**src/rtl/ifmap_row_packer.sv**
```systemverilog
// Pixel-stream packer for the PE IFMap buffer: tags row start/end and writes PAR_WRITE words at once.
// Optional IFMAP_PACKER_STALL_CNT_EN adds a saturating count of buffer-full stall cycles (stall_cnt).
module ifmap_row_packer #(
  parameter int DATA_WIDTH   = 16,
  parameter int IFMAP_WIDTH  = DATA_WIDTH + 2,
  parameter int PAR_WRITE    = 7,
  parameter int ROW_LEN_SIZE = 8,
  parameter int ROW_CNT_SIZE = 8
) (
  input  logic                             clk,
  input  logic                             rst,
  input  logic                             start,
  input  logic [ROW_LEN_SIZE-1:0]          row_len,
  input  logic [ROW_CNT_SIZE-1:0]          num_rows,
  input  logic [DATA_WIDTH-1:0]            pix_in,
  input  logic                             pix_valid,
  output logic                             pix_ready,
  input  logic                             buf_full,
  output logic [IFMAP_WIDTH*PAR_WRITE-1:0] IFMap_out,
  output logic                             wen_IFMap_out,
  output logic                             busy,
  output logic                             done,
  output logic                             cfg_err
`ifdef IFMAP_PACKER_STALL_CNT_EN
  ,
  output logic [15:0]                      stall_cnt
`endif
);

  localparam int SLOT_W = (PAR_WRITE > 1) ? $clog2(PAR_WRITE) : 1;
  localparam logic [SLOT_W-1:0]       LAST_SLOT = SLOT_W'(PAR_WRITE - 1);
  localparam logic [ROW_LEN_SIZE-1:0] PAR_LEN   = ROW_LEN_SIZE'(PAR_WRITE);

  typedef enum logic [1:0] {IDLE, FILL, WRITE, DONE} state_t;

  state_t                  state;
  logic [IFMAP_WIDTH-1:0]  slots [PAR_WRITE];
  logic [SLOT_W-1:0]       slot_cnt;
  logic [ROW_LEN_SIZE-1:0] col_cnt;
  logic [ROW_CNT_SIZE-1:0] row_cnt;
  logic [ROW_LEN_SIZE-1:0] row_len_q;
  logic [ROW_CNT_SIZE-1:0] num_rows_q;
  logic                    last_word;
  logic                    accept;
  logic                    sor;
  logic                    eor;
  logic                    bad_cfg;

  assign accept        = pix_valid && pix_ready;
  assign sor           = (col_cnt == '0);
  assign eor           = (col_cnt == row_len_q - 1'b1);
  assign bad_cfg       = (row_len == '0) || (num_rows == '0) || ((row_len % PAR_LEN) != '0);
  assign pix_ready     = (state == FILL);
  assign busy          = (state != IDLE);
  assign done          = (state == DONE);
  assign wen_IFMap_out = (state == WRITE) && !buf_full;

  // Slot 0 holds the first pixel of the word and lands in the MSBs.
  always_comb begin
    IFMap_out = '0;
    for (int i = 0; i < PAR_WRITE; i++) begin
      IFMap_out[(PAR_WRITE-1-i)*IFMAP_WIDTH +: IFMAP_WIDTH] = slots[i];
    end
  end

  always_ff @(posedge clk or negedge rst) begin
    if (!rst) begin
      state      <= IDLE;
      slot_cnt   <= '0;
      col_cnt    <= '0;
      row_cnt    <= '0;
      row_len_q  <= '0;
      num_rows_q <= '0;
      last_word  <= 1'b0;
      cfg_err    <= 1'b0;
      for (int i = 0; i < PAR_WRITE; i++) begin
        slots[i] <= '0;
      end
    end else begin
      case (state)
        IDLE: begin
          if (start) begin
            if (bad_cfg) begin
              cfg_err <= 1'b1;
            end else begin
              row_len_q  <= row_len;
              num_rows_q <= num_rows;
              cfg_err    <= 1'b0;
              slot_cnt   <= '0;
              col_cnt    <= '0;
              row_cnt    <= '0;
              last_word  <= 1'b0;
              state      <= FILL;
            end
          end
        end
        FILL: begin
          if (accept) begin
            slots[slot_cnt] <= {sor, eor, pix_in};
            if (eor) begin
              col_cnt <= '0;
              row_cnt <= row_cnt + 1'b1;
              // Rows start at slot 0, so the final eor always closes the last word.
              if (row_cnt == num_rows_q - 1'b1) begin
                last_word <= 1'b1;
              end
            end else begin
              col_cnt <= col_cnt + 1'b1;
            end
            if (slot_cnt == LAST_SLOT) begin
              slot_cnt <= '0;
              state    <= WRITE;
            end else begin
              slot_cnt <= slot_cnt + 1'b1;
            end
          end
        end
        WRITE: begin
          if (!buf_full) begin
            state <= last_word ? DONE : FILL;
          end
        end
        DONE: begin
          state <= IDLE;
        end
        default: begin
          state <= IDLE;
        end
      endcase
    end
  end

`ifdef IFMAP_PACKER_STALL_CNT_EN
  always_ff @(posedge clk or negedge rst) begin
    if (!rst) begin
      stall_cnt <= '0;
    end else if (state == IDLE) begin
      if (start && !bad_cfg) begin
        stall_cnt <= '0;
      end
    end else if (state == WRITE && buf_full && stall_cnt != 16'hFFFF) begin
      stall_cnt <= stall_cnt + 16'd1;
    end
  end
`endif

endmodule

```
**config.mk**
```make
export PLATFORM = sky130hd
export DESIGN_NAME = ifmap_row_packer
export DESIGN_NICKNAME = d
export VERILOG_FILES = /design/src/rtl/ifmap_row_packer.sv
export SDC_FILE = /design/constraint.sdc
export NUM_CORES = 1
export LEC_CHECK = 0
export BUFFER_PORTS_ARGS = -buffer_cell sky130_fd_sc_hd__buf_2
export CAP_MARGIN = 20
export CORE_UTILIZATION = 50
export CTS_CLUSTER_SIZE = 20
export DETAILED_ROUTE_END_ITERATION = 6
export PLACE_DENSITY_LB_ADDON = 0.2
export SLEW_MARGIN = 20
export SYNTH_ARGS = -nofsm -noshare
export SYNTH_HDL_FRONTEND = slang
export SYNTH_SLANG_ARGS = --single-unit
```
**constraint.sdc**
```tcl
create_clock -name clk -period 3.7 [get_ports clk]
set_clock_uncertainty 0.15 [all_clocks]
set_input_delay 0.185 -clock clk [delete_from_list [all_inputs] [get_ports clk]]
set_output_delay 0.185 -clock clk [all_outputs]
set_load 0.02 [all_outputs]
```
Yosys cells after proc, flatten, opt, wreduce, memory -nomap -nowiden. Cells that the tools add are included.

Input port bits: 37. Register bits: 165. Output and inout bits: 131.

Add/sub/neg operators: 5. Div/mod/pow operators: 1. Reduce and logical (&&, ||, !) cells: 20. Bitwise operators: 2. Mux-type cells: 30. Equality and inequality tests: 13. $lt $le $gt $ge: 2.

Operators with widths (number): $bwmux 126 (1); $demux 18 s3 (1); $mux 8 (6); $pmux 8 s2 (2); $logic_not 8->1 (3); $mux 18 (1); $add 8x1->8 const B (2); $eq 8x8->1 (2); $sub 8x1->8 const B (2); $mux 2 (6); $mux 3 (4); $reduce_and 5->1 (2); $mod 8x3->8 const B (1); $ne 2x1->1 const B (4); $pmux 2 s4 (1); $reduce_bool 8->1 (1); $mux 1 (6); $ne 2x2->1 const B (3); $pmux 3 s2 (1); $reduce_and 6->1 (1); $eq 2x2->1 const B (2); $ge 4x4->1 const B (1); $lt 4x1->1 const B (1); $not 3->4 (1); other kinds (13) (18).

Depth between registers and ports, before layout. Gate-level depths: netlist of run 1.

Depth in word-level cells: 6. Depth in mapped cells: 23. Gate-level depth less buffers: 19.

Least setup slack after synthesis of run 1. OpenSTA, ideal clock, no wires.

Path kind: input -> register. Start point: input port row_len[3]. End point: register row_len_q[0]. Slack: -250 ps. Stages on the path: 23. Data arrival time: 3675 ps. Buffers on the path: 4. Setup time: 125 ps. Cells stage by stage: buf_6 buf_4 and2_1 a221oi_1 a211oi_2 nor2_4 inv_1 ha_1 inv_1 nor2_1 a211oi_2 and2_1 buf_6 nand3_1 o21ai_0 ha_1 inv_1 a211oi_1 o211a_1 o21ai_4 nor2_8 buf_12 mux2_4.

Cells in the longest elaborated chain, start to end: 5.

RTL lines: start, declared (RTL line 13) `input logic [ROW_LEN_SIZE-1:0] row_len,`; $mod 8x3->8 / $logic_not 8->1 (equally long branches) (RTL line 52) `assign bad_cfg = (row_len == '0) || (num_rows == '0) || ((row_len % PAR_LEN) != '0);`; $reduce_bool 8->1 / $logic_or 1x1->1 (equally long branches) (RTL line 52); $logic_or 1x1->1 * (RTL line 52); $not 1->1 (no source line) *; $reduce_and 3->1 (no source line) *; end signal, assigned (RTL line 86) `row_len_q <= row_len;`; end, declared (RTL line 41) `logic [ROW_LEN_SIZE-1:0] row_len_q;`.

Mark *: on every way between the ends. The rest lies on a longest branch, timed or not. A chain may end at the register's enable or synchronous reset.

Worst setup path in the final report of run 1.
Start point: input port row_len[2]. End point: register col_cnt[1].

Cells in the longest elaborated chain, start to end: 5.

RTL lines: $mod 8x3->8 / $logic_not 8->1 (equally long branches) (RTL line 52); $reduce_bool 8->1 / $logic_or 1x1->1 (equally long branches) (RTL line 52); $logic_or 1x1->1 * (RTL line 52); $ne 2x2->1 (no source line) *; $reduce_and 4->1 (no source line) *; end signal, assigned (RTL line 108) `col_cnt <= col_cnt + 1'b1;`; end, declared (RTL line 39) `logic [ROW_LEN_SIZE-1:0] col_cnt;`.

Marked as above.

==> results of run 1 <==
layout make-up:
cell class,count,area [um^2]
inverter,29,109
clock inverter,12,93.8
timing repair buffer,237,1480
sequential,165,4130
clock buffer,20,447
multi-input combinational,405,3370
fill,1159,5280
tap,188,235
where the power goes:
| part | total, mW | internal, mW | leakage, nW | switching (mW) |
|---|---|---|---|---|
| registers | 3.17 | 2.62 | 2.05 | 0.553 |
| clock network | 1.63 | 0.886 | 0.252 | 0.743 |
| logic | 3.65 | 1.56 | 2.46 | 2.09 |
worst max-delay path: cells and delay by family:
family,cells,cell delay (ps)
adders and majority gates,2,350
AOI/OAI and AO/OA,6,920
buffers and inverters,5,570
muxes,2,350
and+or+nand+nor,6,1240
timing repair:
item                      4_1_cts  5_1_grt
resized for setup               0        0
hold endpoints to repair      244        0
hold buffers                   28        0
cells in the final DEF, fill, tap and decap left out, types with 10 or more instances in the layout:
master / count
xor2_1: 10
buf_4: 39
nor2_1: 27
nand2_1: 32
clkbuf_16: 17
nand3_1: 16
xnor2_1: 13
dfrtp_1: 165
a21oi_1: 14
o21ai_0: 22
mux2_2: 123
a31oi_1: 10
buf_2: 166
inv_1: 26
dlygate4sd3_1: 28
per-stage QoR:
step,instances,power (mW)
detailed placement,996,6.83
CTS,1056,8.51
finish,1056,8.45
floorplan,628,5.56
global placement,996,6.66
global route,1056,8.94
flip-flops by register name (all words and copies together), names as in the netlist:
| register | count |
|---|---|
| last_word | 1 |
| row_cnt | 8 |
| num_rows_q | 8 |
| col_cnt | 8 |
| state | 2 |
| slot_cnt | 3 |
| cfg_err | 1 |
| IFMap_out | 126 |
| row_len_q | 8 |
routing by layer:
layer	vias to the layer above	share of wire	track usage
met4	0	0.018	0.0872
met2	157	0.51	0.427
met3	26	0.054	0.0666
met5	-	0	0
li1	2709	-	-
met1	2937	0.42	0.305
kinds of logic after synthesis:
group	count (synthesis)
XOR/XNOR	23
AND/OR/NAND/NOR	138
buffers and inverters	58
adder cells (fa/ha/maj)	7
AO/OA/AOI/OAI	103
flip-flops	165
multiplexers	134
worst max-delay path by stage:
| stage | from | end | slack [ps] | depth (start not counted) |
|---|---|---|---|---|
| floorplan | row_len[3] | row_len_q[0]$_DFFE_PN0P_ | -40 | 22 |
| global placement | row_len[2] | num_rows_q[7]$_DFFE_PN0P_ | -7 | 20 |
| detailed placement | row_len[2] | col_cnt[1]$_DFFE_PN0P_ | -130 | 21 |
| CTS | row_len[2] | col_cnt[1]$_DFFE_PN0P_ | 290 | 21 |
| global route | row_len[2] | col_cnt[1]$_DFFE_PN0P_ | 110 | 21 |
| finish | row_len[2] | col_cnt[1]$_DFFE_PN0P_ | 270 | 21 |
==> results.toml, run 1 <==
[setup_path]
required_ps = 3890
crit_chain = "buf_2 > or2_2 > mux2i_1 > and3_1 > nor2_4 > inv_2 > ha_4 > nand3_2 > nor4b_4 > a211oi_2 > and2_1 > o21ai_2 > ha_2 > inv_2 > a211oi_2 > o211a_1 > o21ai_4 > buf_4 > o21ai_4 > buf_12 > mux2i_1"
r2r-start = "row_len_q[0]$_DFFE_PN0P_"
worst_r2r_path_depth = 10
critPathMaxStageDelay_ps = 330
cp.arrival_ps = 3610
path_class = "in2reg"
reg2reg_to = "col_cnt[6]$_DFFE_PN0P_"
reg2reg_slack_ps = 830
path_max_fanout = 18
worstSetupEndpointType = "flip-flop"
critical_path.slowest_cell = "nor4b_4"
start_kind = "input pin"

[sta]
fin_ws_ps = 273
fin_hold_ws_ps = 43.5
max_freq_mhz = 292
setup_tns_ps = 0
slew_violations = 0
period_minus_slack_ps = 3430
grt_setup_unrepaired = "no"
hold_violations = 0
finalCritPeriodShare = 0.926
setup_violations = 0
worst_pin_slew_ps = 969
relSlewSlack = 0.354

[clock_network]
cts_sinks = 165
h-tree-depth = 4
cts_buffer_depth = 2
cts_tree = "built"
insertion_delay_ps = 420
clockRootBuffer = "clkbuf_16"
clk_pin_slew_worst_paths_ps = 60
postCtsSetupRepairBufs = 0
numCtsBuffers = 17

[synth]
ys_seq_elements = 165
synth_area_leaders = "dfrtp_1, mux2_2, nand2_1"
synthAdderAreaFrac = 0.0113
ys.flop_type = "dfrtp_1"
synth_compound_area_frac = 0.0971
synth_nets = 672
post-synth-top-count-cell = "dfrtp_1"
synth_top_family_by_area = "multiplexers"
yosysTopAreaCell = "dfrtp_1"
synth.avg_cell_area_um2 = 12.3
synth-edff-count = 0
synth_top_cell_area_share = 0.534
synth_cell_types = 69
synthTopCellsByCount = "dfrtp_1, mux2_2, nand2_1"
ys_warn_count = 0
synth.mux.area_fraction = 0.197
postSynthCellCount = 628
yosysSeqAreaShare = 0.534
synth_area_mm2 = 0.00773
synthArstFlopShare = 1.00
synth-xor-area-share = 0.0261
yosys.area_share.simple = 0.0958

[routing]
drtIter0Drc = 296
vias = 5829
first_pass_iters = 4
wl_mm = 19.1
drc = 0
wire_per_inst_um = 18.1
vias_per_cell = 5.52
ant_nets = 0

[worst_hold_path]
hold_class = "in2reg"
hp-start = "start"
worstHoldPathCells = 5
whs_endpoint = "cfg_err$_DFFE_PN0P_"

[placed_design]
dp_hpwl_mm = 13.3
placed_cell_area_mm2 = 0.00904
pre_cts_ws_ps = -126
place_congestion = 0.853
io_buffers = 167

[status]
status = "finished, final reports clean"

[floorplanning]
num_rows = 45
die_w_um = 126
dieArea_mm2 = 0.0160
die_h_um = 126
io_pins = 168
initial_utilization = 0.510
core_area_mm2 = 0.0151

[global_route]
track_usage = 0.249
grt_overflow = 0
grt_first_pass_wirelength_mm = 31.1
grt_pass1_vias = 6050
antenna_found_initial = 0
grt_max_degree = 123

[final_layout]
syn2layout_area_growth_pct = 27.6
fin_util = 0.651
diodes = 0
drive_gt1_frac = 0.462
nNetsFinal = 899
final_cell_area_mm2 = 0.00987

[power]
vdd_drop_max_mv = 0.535
power_density_mw_per_mm2 = 856
leakagePower_nw = 4.76

[job]
maxCapViolations = 0
Note: power is estimated with default switching activity, not from simulation.
==> run 2, diff against run 1 <==
--- a/config.mk
+++ b/config.mk
@@ -10,6 +10,7 @@
 export CORE_UTILIZATION = 50
 export CTS_CLUSTER_SIZE = 20
 export DETAILED_ROUTE_END_ITERATION = 6
+export MAX_ROUTING_LAYER = met4
 export PLACE_DENSITY_LB_ADDON = 0.2
 export SLEW_MARGIN = 20
 export SYNTH_ARGS = -nofsm -noshare
==> results.toml, run 2 (synthesis gave the netlist of run 1 again) <==
[status]
status = "finished, final reports clean"

[placed_design]
placed_cell_area_mm2 = 0.00903
dp_hpwl_mm = 13.3
place_congestion = 0.852
io_buffers = 167

[setup_path]
crit_chain = "buf_2 > or2_2 > mux2i_1 > and3_1 > nor2_4 > inv_2 > ha_4 > nand3_2 > nor4b_4 > a211oi_2 > and2_1 > o21ai_2 > ha_2 > inv_2 > a211oi_2 > o211a_1 > o21ai_4 > nor2_8 > buf_12 > mux2_2"
critical_path_buf_inv_count = 4
cp.arrival_ps = 3550
start_kind = "input pin"
critical_path.slowest_cell = "nor4b_4"
path_class = "in2reg"
critPathMaxStageDelay_ps = 340
required_ps = 3860
worstSetupEndpointType = "flip-flop"
crit_family = "simple AND/OR/NAND/NOR gates"
critical_path.startpoint = "row_len[2]"
r2r-start = "row_len_q[0]$_DFFE_PN0P_"
path_max_fanout = 8

[power]
power_density_mw_per_mm2 = 869
pwr-share-comb = 0.426
switching_share = 0.403
total_power_mw = 8.61
leakagePower_nw = 4.80
p_seq_frac = 0.369
clkPwrFrac = 0.205
internal_power_mw = 5.14
switchingPower_mw = 3.47
vdd_drop_max_mv = 0.505

[final_layout]
diodes = 0
drive_gt1_frac = 0.464
fill_cells = 1146
final_cell_mix = "buf_2, dfrtp_1, mux2_2"
largest_register_ff_count = 126
nNetsFinal = 898
regArea_mm2 = 0.00413
final_cell_area_mm2 = 0.00991
final_common_cell = "buf_2"
multi_input_area_mm2 = 0.00337
syn2layout_area_growth_pct = 28.1

[floorplanning]
core_area_mm2 = 0.0151
die_h_um = 126
initial_utilization = 0.510
dieArea_mm2 = 0.0160
num_rows = 45
die_w_um = 126
io_pins = 168

[routing]
vias_per_cell = 5.50
drtIter0Drc = 347
ant_nets = 0
wire_per_inst_um = 18.3
first_pass_iters = 4
drc = 0
vias = 5799
wl_mm = 19.3

[clock_network]
cts_buffer_depth = 2
numCtsBuffers = 17
insertion_delay_ps = 430
postCtsSetupRepairBufs = 0
clockRootBuffer = "clkbuf_16"
post_cts_resize_count = 0
h-tree-depth = 4
cts_hold_buf = 28
cts_sinks = 165
clk_pin_slew_worst_paths_ps = 70
cts_tree = "built"

[sta]
setup_tns_ps = 0
hold_violations = 0
slew_violations = 0
grt_setup_unrepaired = "no"
worst_pin_slew_ps = 969
setup_violations = 0
fin_hold_ws_ps = 10.7
period_minus_slack_ps = 3400
relSlewSlack = 0.354
max_freq_mhz = 294
finalCritPeriodShare = 0.918

[global_route]
grt_pass1_vias = 6174
grt_max_degree = 105
antenna_found_initial = 0
grt_first_pass_wirelength_mm = 32.1
track_usage = 0.267
grt_overflow = 0

[worst_hold_path]
hold_class = "in2reg"
hp-start = "start"

[job]
maxCapViolations = 0
run 2: cell count changes in the layout (fill, tap and decap cells not counted):
cell	previous run	this run
bufinv_16	0	1
buf_4	39	38
clkinv_4	0	2
clkinvlp_4	5	0
clkbuf_8	2	0
clkbuf_1	2	0
inv_6	4	6
inv_8	1	2
clkinv_8	0	2
buf_6	0	1
run 2: path summary, 6_finish.rpt:
check	endpoint	cells after the start	slack, ps
worst min register to register	IFMap_out[52]$_DFFE_PN0P_	2	340
worst max register to register	col_cnt[3]$_DFFE_PN0P_	10	800
min in group asynchronous	cfg_err$_DFFE_PN0P_	2	260
max in group asynchronous	IFMap_out[32]$_DFFE_PN0P_	3	2190
worst min-delay path	cfg_err$_DFFE_PN0P_	5	10
worst max-delay path	row_len_q[7]$_DFFE_PN0P_	20	300
run 2: power groups by stage:
stage / registers [mW] / clock network [mW] / logic [mW]
5_1_grt: 3.28 / 1.86 / 3.95
3_5_place_dp: 3.19 / 0 / 3.65
3_3_place_gp: 3.12 / 0 / 3.54
6_report: 3.18 / 1.77 / 3.67
4_1_cts: 3.17 / 1.78 / 3.69
2_1_floorplan: 3.87 / 0 / 1.69
run 2: layout make-up:
type,instances,share of cell area
Sequential cell,165,0.417
Timing Repair Buffer,236,0.148
Multi-Input combinational cell,405,0.341
Clock buffer,17,0.0429
Clock inverter,15,0.0167
Inverter,29,0.0110
Tap cell,188,0.0237
run 2: per-layer routing:
metal,track usage,share of wire,wire [um],vias up
met3,0.0578,0.043,830,25
met4,0.0950,0.021,398,0
li1,-,-,-,2712
met5,-,0,0,-
met2,0.433,0.50,9630,151
met1,0.331,0.44,8470,2911
run 2: worst reg2reg max path, stage by stage (launching register included):
cell and delay [ps]:
dfrtp_1 430, nor3_1 480, nand2_1 180, xnor2_1 160, o211a_1 200, o2111ai_1 210
buf_4 230, inv_1 130, nor2_1 320, a21oi_1 130, a31oi_1 200
run 2: per-stage QoR:
| stage | setup slack [ps] | instances | util |
|---|---|---|---|
| after floorplan | -44.5 | 628 | - |
| after global placement | -18.8 | 995 | 0.597 |
| after CTS | 321 | 1055 | 0.654 |
| final | 304 | 1055 | 0.654 |
| after detailed placement | -137 | 995 | 0.597 |
| after global routing | 59.5 | 1055 | 0.654 |
==> run 3, diff against run 2 <==
--- a/config.mk
+++ b/config.mk
@@ -6,12 +6,13 @@
 export NUM_CORES = 1
 export LEC_CHECK = 0
 export BUFFER_PORTS_ARGS = -buffer_cell sky130_fd_sc_hd__buf_2
-export CAP_MARGIN = 20
+export CAP_MARGIN = 0
 export CORE_UTILIZATION = 50
 export CTS_CLUSTER_SIZE = 20
 export DETAILED_ROUTE_END_ITERATION = 6
 export MAX_ROUTING_LAYER = met4
 export PLACE_DENSITY_LB_ADDON = 0.2
+export REMOVE_ABC_BUFFERS = 1
 export SLEW_MARGIN = 20
 export SYNTH_ARGS = -nofsm -noshare
 export SYNTH_HDL_FRONTEND = slang
==> results.toml, run 3 (synthesis gave the netlist of run 1 again) <==
[routing]
first_pass_iters = 4
ant_nets = 0
vias_per_cell = 5.59
drc = 0
wire_per_inst_um = 18.2
drtIter0Drc = 263
wl_mm = 19.2
vias = 5905

[final_layout]
final_common_cell = "buf_2"
fill_cells = 1149
fin_cells = 1056
syn2layout_area_growth_pct = 28.0
fin_util = 0.653
regArea_mm2 = 0.00413
multi_input_area_mm2 = 0.00337
drive_gt1_frac = 0.454
largest_register_ff_count = 126
diodes = 0
final_cell_mix = "buf_2, dfrtp_1, mux2_2"
nNetsFinal = 899

[sta]
setup_tns_ps = 0
fin_hold_ws_ps = 49.6
finalCritPeriodShare = 0.954
fin_ws_ps = 170
period_minus_slack_ps = 3530
hold_violations = 0
worst_pin_slew_ps = 771
max_freq_mhz = 283
relSlewSlack = 0.486
slew_violations = 0
setup_violations = 0

[clock_network]
cts_buffer_depth = 2
clk_pin_slew_worst_paths_ps = 60
cts_sinks = 165
clockRootBuffer = "clkbuf_16"
insertion_delay_ps = 420
numCtsBuffers = 17
cts_tree = "built"
h-tree-depth = 4

[placed_design]
io_buffers = 167
pre_cts_ws_ps = -285
place_congestion = 0.877
dp_hpwl_mm = 13.0
placed_cells = 992

[setup_path]
start_kind = "input pin"
worstSetupEndpointType = "flip-flop"
required_ps = 3890
cp.arrival_ps = 3720
path_max_fanout = 18
path_class = "in2reg"

[worst_hold_path]
hold_class = "in2reg"

[floorplanning]
core_area_mm2 = 0.0151
num_rows = 45
die_w_um = 126
die_h_um = 126
io_pins = 168
dieArea_mm2 = 0.0160
initial_utilization = 0.510

[global_route]
grt_max_degree = 84
grt_first_pass_wirelength_mm = 31.1
grt_pass1_vias = 6148
grt_overflow = 0
track_usage = 0.259
antenna_found_initial = 0

[job]
maxCapViolations = 0

[power]
leakagePower_nw = 4.79
vdd_drop_max_mv = 0.488
power_density_mw_per_mm2 = 856

[status]
status = "finished, final reports clean"
run 3: per-stage QoR:
| stage | power, mW | instance area (um^2) |
|---|---|---|
| detailed placement | 6.80 | 8960 |
| finish | 8.47 | 9890 |
| floorplan | 5.50 | 7540 |
| global route | 8.98 | 9890 |
| CTS | 8.51 | 9820 |
| global placement | 6.64 | 8960 |
run 3: final cells by class:
class	instances	share of cell area
Clock inverter	13	0.0101
Tap cell	188	0.0238
Clock buffer	19	0.0458
Timing Repair Buffer	237	0.151
Multi-Input combinational cell	405	0.341
Sequential cell	165	0.417
Inverter	29	0.0110
run 3: layer usage:
layer / global-route usage / share of wire / up-vias
met4: 0.0907 / 0.012 / 0
li1: - / - / 2721
met3: 0.0704 / 0.059 / 19
met5: - / 0 / -
met2: 0.415 / 0.50 / 182
met1: 0.318 / 0.43 / 2983
run 3: report_power, final:
part	switching [mW]	internal (mW)	total [mW]
combinational	2.08	1.56	3.65
sequential	0.568	2.62	3.19
clock	0.732	0.902	1.63
total	3.38	5.08	8.47
run 3: path summary, 6_finish.rpt:
path,start,endpoint,slack (ps),cells after the start
worst max-delay path,row_len[2],col_cnt[1]$_DFFE_PN0P_,170,21
worst min-delay path,row_len[1],row_len_q[1]$_DFFE_PN0P_,50,2
worst max register to register,row_len_q[0]$_DFFE_PN0P_,col_cnt[7]$_DFFE_PN0P_,510,8
worst min register to register,IFMap_out[88]$_DFFE_PN0P_,IFMap_out[88]$_DFFE_PN0P_,330,2
max in group asynchronous,rst,slot_cnt[0]$_DFFE_PN0P_,2280,3
min in group asynchronous,rst,IFMap_out[3]$_DFFE_PN0P_,240,2
run 3: critical path: stages:
cell	delay (ps)
buf_2	120
or2_2	310
mux2i_1	180
and3_1	250
nor2_4	40
inv_1	70
ha_1	210
nand3_1	130
nor4b_4	280
a211oi_2	70
and2_4	180
nand3_1	80
o21ai_0	100
ha_1	210
inv_1	120
o21bai_1	90
a221o_2	400
buf_4	170
o21ai_4	160
buf_12	160
mux2i_1	180
run 3: what timing repair did:
item	CTS	global route
endpoints found under the setup margin	0	36
gates resized for setup	0	9
buffers inserted	0	2
hold buffers	30	0
endpoints found under the hold margin	208	0
